[src/rtl/poly_oscillator.sv]
// poly_oscillator: multi-voice square-wave oscillator bank.
// Each voice divides clk by (divider << octave) and raises square for the
// first thr counts of every period; a registered popcount of the squares
// feeds the mixer. Optional per-voice duty control: define POLY_OSC_DUTY_EN.
module poly_oscillator #(
    parameter int unsigned NUM_VOICES = 4,
    parameter int unsigned DIV_W      = 18,
    parameter int unsigned OCT_W      = 2,
    localparam int unsigned SH_MAX    = (1 << OCT_W) - 1,
    localparam int unsigned CNT_W     = DIV_W + SH_MAX,
    localparam int unsigned SUM_W     = $clog2(NUM_VOICES + 1),
    localparam int unsigned VOICE_W   = (NUM_VOICES > 1) ? $clog2(NUM_VOICES) : 1
) (
    input  logic                        clk,
    input  logic                        nRst,
    input  logic [NUM_VOICES-1:0]       en,
    input  logic                        wr_en,
    input  logic [VOICE_W-1:0]          wr_voice,
    input  logic [DIV_W-1:0]            wr_divider,
    input  logic [OCT_W-1:0]            wr_octave,
`ifdef POLY_OSC_DUTY_EN
    input  logic [1:0]                  wr_duty,
`endif
    output logic [NUM_VOICES*CNT_W-1:0] count,
    output logic [NUM_VOICES-1:0]       square,
    output logic [NUM_VOICES-1:0]       wrap,
    output logic [SUM_W-1:0]            voice_sum
);

    logic [DIV_W-1:0]      divider_q [NUM_VOICES];
    logic [OCT_W-1:0]      octave_q  [NUM_VOICES];
    logic [CNT_W-1:0]      count_q   [NUM_VOICES];
`ifdef POLY_OSC_DUTY_EN
    logic [1:0]            duty_q    [NUM_VOICES];
`endif
    logic [CNT_W-1:0]      div_c     [NUM_VOICES];
    logic [CNT_W-1:0]      thr_c     [NUM_VOICES];
    logic [CNT_W-1:0]      cnt_nxt_c [NUM_VOICES];
    logic [NUM_VOICES-1:0] square_c;
    logic [NUM_VOICES-1:0] wrap_q;
    logic [SUM_W-1:0]      sum_c;

    // Period register file; out-of-range voice indices match no entry.
    always_ff @(posedge clk or negedge nRst) begin
        if (!nRst) begin
            for (int v = 0; v < int'(NUM_VOICES); v++) begin
                divider_q[v] <= '0;
                octave_q[v]  <= '0;
`ifdef POLY_OSC_DUTY_EN
                duty_q[v]    <= '0;
`endif
            end
        end else begin
            for (int v = 0; v < int'(NUM_VOICES); v++) begin
                if (wr_en && (wr_voice == VOICE_W'(v))) begin
                    divider_q[v] <= wr_divider;
                    octave_q[v]  <= wr_octave;
`ifdef POLY_OSC_DUTY_EN
                    duty_q[v]    <= wr_duty;
`endif
                end
            end
        end
    end

    // Divisor, duty threshold, next count and square decode per voice.
    always_comb begin
        square_c = '0;
        for (int v = 0; v < int'(NUM_VOICES); v++) begin
            div_c[v] = CNT_W'(divider_q[v]) << octave_q[v];
`ifdef POLY_OSC_DUTY_EN
            case (duty_q[v])
                2'd1:    thr_c[v] = div_c[v] >> 2;
                2'd2:    thr_c[v] = div_c[v] >> 3;
                default: thr_c[v] = div_c[v] >> 1;
            endcase
`else
            thr_c[v] = div_c[v] >> 1;
`endif
            // Silence beats wrap; >= catches a divisor lowered under the count.
            if (!en[v] || (div_c[v] == '0)) begin
                cnt_nxt_c[v] = '0;
            end else if (count_q[v] >= div_c[v]) begin
                cnt_nxt_c[v] = CNT_W'(1);
            end else begin
                cnt_nxt_c[v] = count_q[v] + CNT_W'(1);
            end
            square_c[v] = (count_q[v] != '0) && (count_q[v] <= thr_c[v]);
        end
    end

    // Phase counters and wrap flags, which mark every entry into count 1.
    always_ff @(posedge clk or negedge nRst) begin
        if (!nRst) begin
            for (int v = 0; v < int'(NUM_VOICES); v++) begin
                count_q[v] <= '0;
            end
            wrap_q <= '0;
        end else begin
            for (int v = 0; v < int'(NUM_VOICES); v++) begin
                count_q[v] <= cnt_nxt_c[v];
                wrap_q[v]  <= (cnt_nxt_c[v] == CNT_W'(1));
            end
        end
    end

    // Popcount of the current square vector.
    always_comb begin
        sum_c = '0;
        for (int v = 0; v < int'(NUM_VOICES); v++) begin
            sum_c = sum_c + SUM_W'(square_c[v]);
        end
    end

    // Registered voice sum for the mixer.
    always_ff @(posedge clk or negedge nRst) begin
        if (!nRst) begin
            voice_sum <= '0;
        end else begin
            voice_sum <= sum_c;
        end
    end

    // Pack the counters onto the flat output bus.
    always_comb begin
        count = '0;
        for (int v = 0; v < int'(NUM_VOICES); v++) begin
            count[v*CNT_W +: CNT_W] = count_q[v];
        end
    end

    assign square = square_c;
    assign wrap   = wrap_q;

endmodule

[config.mk]
export PLATFORM = sky130hd
export DESIGN_NAME = poly_oscillator
export DESIGN_NICKNAME = d
export VERILOG_FILES = /design/src/rtl/poly_oscillator.sv
export SDC_FILE = /design/constraint.sdc
export NUM_CORES = 1
export LEC_CHECK = 0
export BUFFER_PORTS_ARGS = -buffer_cell sky130_fd_sc_hd__buf_2
export CORE_AREA = 2 2 154 156
export CTS_CLUSTER_SIZE = 25
export DETAILED_ROUTE_END_ITERATION = 6
export DIE_AREA = 0 0 156 158
export GPL_TIMING_DRIVEN = 0
export PLACE_DENSITY_LB_ADDON = 0.05
export SKIP_LAST_GASP = 1
export SLEW_MARGIN = 20
export SYNTH_ARGS = -nofsm -noshare
export SYNTH_HDL_FRONTEND = slang
export SYNTH_SLANG_ARGS = --single-unit
[constraint.sdc]
create_clock -name clk -period 4.8 [get_ports clk]
set_input_delay 0.96 -clock clk [delete_from_list [all_inputs] [get_ports clk]]
set_output_delay 0.96 -clock clk [all_outputs]
set_load 0.02 [all_outputs]
==> results.md <==
* Status: complete, no violations
* Mapped Cells at 1487
* Rows at 56
* # setup viols final at 0
* Final wirelength at about 36000 um
* Reg2reg end: voice_sum[1]$_DFF_PN0_
* Cell family with most CP delay: compound AO/OA/AOI/OAI gates
* Die Width at about 160 um
* Vias in the first global route at about 11000
* Grt ovf at 0
* Part of the Yosys area used for sequential elements at a little under a third
* Mean Syn Cell Area at 9.505 um^2
* Clk Latency, worst-skew pair at between 0.4 and 0.5 ns
* # IOs at 124
* TritonCTS clock tree: done
* Fill cell count at 1848
* Crit Path Max Fanout at 10
* Critical path class: flip-flop to output pin
* Post-synth EDFFs at 0
* # port buffers at roughly 120
* Worst Tran Pin Value at 0.9967 ns
* Share of synthesized registers carrying an async set or reset at 100.0%
* Final period utilization at 96.91%
* Antenna diodes at 0
* Post-synth cell types at 80
* Pre-antenna DRT Iters at 5
* TritonCTS Sinks at 171
* RSZ-0062 raised after global routing: true
* Worst path slowest cell: a2111oi_1
* CP peak stage delay at 0.39 ns
* Antenna violations before repair at 0
* Top achievable clock speed at 215.0 MHz
* Share of layout cells above drive strength 1 at 21.35%
* Finished Layout Cells at 1934
* Reg2Reg Depth at 17
* Pins Over Slew Limit at 0
* Worst rel slew slack at 32.94%
* DP Wirelength at 27340 um
* Die area at between 20000 and 25000 um^2
* Reg-to-reg setup timing slack at 0.55 ns
* Largest net degree at the start of global routing at 93
* Hold slack final at 0.4838 ns
* Max_cap viols at 0
* Initial Utilization at 61.31%
* Hold Path Class: primary input to asynchronous set/reset pin
* Synth warn at 0
* Nature of the critical path startpoint: flip-flop
* Worst Skew at 0.007302 ns
* Main synth FF type: dfrtp_1
* Post-route ant nets at 0
* GP Congestion at 0.9066
* Most common cell after layout, fill and taps aside: ha_1
* # nets final at 1836
* Final min period at roughly 4.7 ns
* Root buf cell: clkbuf_16
* H-tree depth at 4
* CP required at 3.84 ns
* Clock slew at reported path FFs at ~0.070 ns
* Core area at 23050 um^2
* Pleak at 7.912 nW
* DR iter-0 viols at 796
* WP buf/inv at 4
* DRC viols at 0
* Crit path cell chain: buf_2 -> clkbuf_4 -> buf_4 -> mux2_2 -> o21ai_1 -> ha_1 -> a21o_1 -> a21o_1 -> a21oi_1 -> nor2_1 -> a2111oi_1 -> a21oi_1 -> a31oi_4 -> buf_2
* Syn_nets at 1691
* Peak supply drop at 0.0002697 V
* Placed Instances at 1901
* P per Cell Area at about 320 nW/um^2
* Vias per inst at just over 6
* Fin. Hold Viols at 0
* Worst path arrival time at 3.69 ns
* Flip-flop and latch count after synthesis at between 150 and 200
* Critical path depth at 14
* CTS Buffer Depth at 2
* Die height at 158 um
* FF-to-FF Start: octave_q[1]$_DFFE_PN0P_
* Hold buffers post-CTS at 0
* First-pass GRT wire length at between 50000 and 60000 um
* DR WL/cell at 18.65 um
* Mapped Area at 14130 um^2
* Via count at 11890
* Total Routing Usage GR at 30.00%
* Setup crit end kind: output pin
* CTS Buf Count at 17
* Most frequent cells in the layout: 174 x ha_1, 171 x dfrtp_1, 134 x buf_2
* Design Power at 5.090 mW
* Layout area overhead at 12.02%
==> cell families after synthesis <==
| logic type | count (synthesis) | synth area share (%) |
|---|---|---|
| AND/OR/NAND/NOR | 511 | 19.17 |
| AO/OA/AOI/OAI | 245 | 11.37 |
| adder cells (fa/ha/maj) | 175 | 15.55 |
| multiplexers | 173 | 13.91 |
| flip-flops | 171 | 30.28 |
| buffers and inverters | 119 | 3.966 |
| XOR/XNOR | 93 | 5.763 |
==> cells in the mapped netlist (all sizes together), types with 15 or more instances <==
cell type / number / area share (%)
a21o: 51 / 2.7
a21oi: 72 / 2.5
and3: 23 / 1.0
buf: 33 / 1.7
clkbuf: 32 / 0.87
dfrtp: 171 / 30
ha: 174 / 15
inv: 54 / 1.4
mux2: 108 / 8.6
mux2i: 58 / 4.1
nand2: 108 / 2.9
nand2b: 15 / 0.72
nand3: 47 / 1.7
nand4: 51 / 2.4
nor2: 131 / 3.9
nor2b: 20 / 0.92
nor3: 30 / 1.1
nor4: 21 / 1.1
o21ai: 48 / 1.7
xnor2: 54 / 3.3
xor2: 39 / 2.4
==> how the worst max path moves through the flow <==
stage,start,end,slack [ns]
finish,octave_q[1]$_DFFE_PN0P_,square[3],0.15
global route,octave_q[1]$_DFFE_PN0P_,square[3],-0.01
CTS,octave_q[1]$_DFFE_PN0P_,square[3],-0.11
detailed placement,octave_q[1]$_DFFE_PN0P_,square[3],-0.07
global placement,octave_q[6]$_DFFE_PN0P_,square[0],-0.04
floorplan,octave_q[1]$_DFFE_PN0P_,voice_sum[1]$_DFF_PN0_,0.64
==> report_power, final <==
| group | switching, mW | leakage (nW) | internal, mW |
|---|---|---|---|
| registers | 0.171 | 2.20 | 1.59 |
| logic | 1.07 | 5.42 | 0.820 |
| clock network | 0.598 | 0.292 | 0.842 |
==> final cells by class <==
cell class	count	area [um^2]	share of cell area (%)
clock buffer	20	456.7	2.884
buffer	65	387.9	2.450
tap	290	362.8	2.292
inverter	54	202.7	1.280
timing repair buffer	126	668.1	4.220
clock inverter	11	142.6	0.9009
multi-input combinational	1197	9333	58.95
sequential	171	4279	27.03
==> metal layers <==
| metal | track usage (%) | routed length (um) | share of wire [%] |
|---|---|---|---|
| met2 | 47.47 | 16310 | 45 |
| met4 | 7.165 | 524 | 1.5 |
| met3 | 3.641 | 1734 | 4.8 |
| met5 | 0 | 0 | 0 |
| met1 | 43.94 | 17500 | 49 |
==> through the flow <==
stage	cell area [um^2]	util, %	setup slack (ns)	setup TNS [ns]
after CTS	15800	68.52	-0.1055	-0.1055
after detailed placement	15150	65.72	-0.06623	-0.1156
after floorplan	14130	-	0.6355	0
after global routing	15830	68.68	-0.01411	-0.01957
after global placement	15110	65.56	-0.04395	-0.05401
final	15830	68.68	0.1481	0
==> what timing repair did <==
action,4_1_cts,5_1_grt
setup buffers,0,2
resized for setup,15,12
setup endpoints to repair,3,3
==> registers in the layout, summed over array words and instances (netlist names) <==
register and flops:
octave_q 8, divider_q 72, wrap 4, count 84, voice_sum 3
No activity file was read; power rests on OpenSTA's default activity.
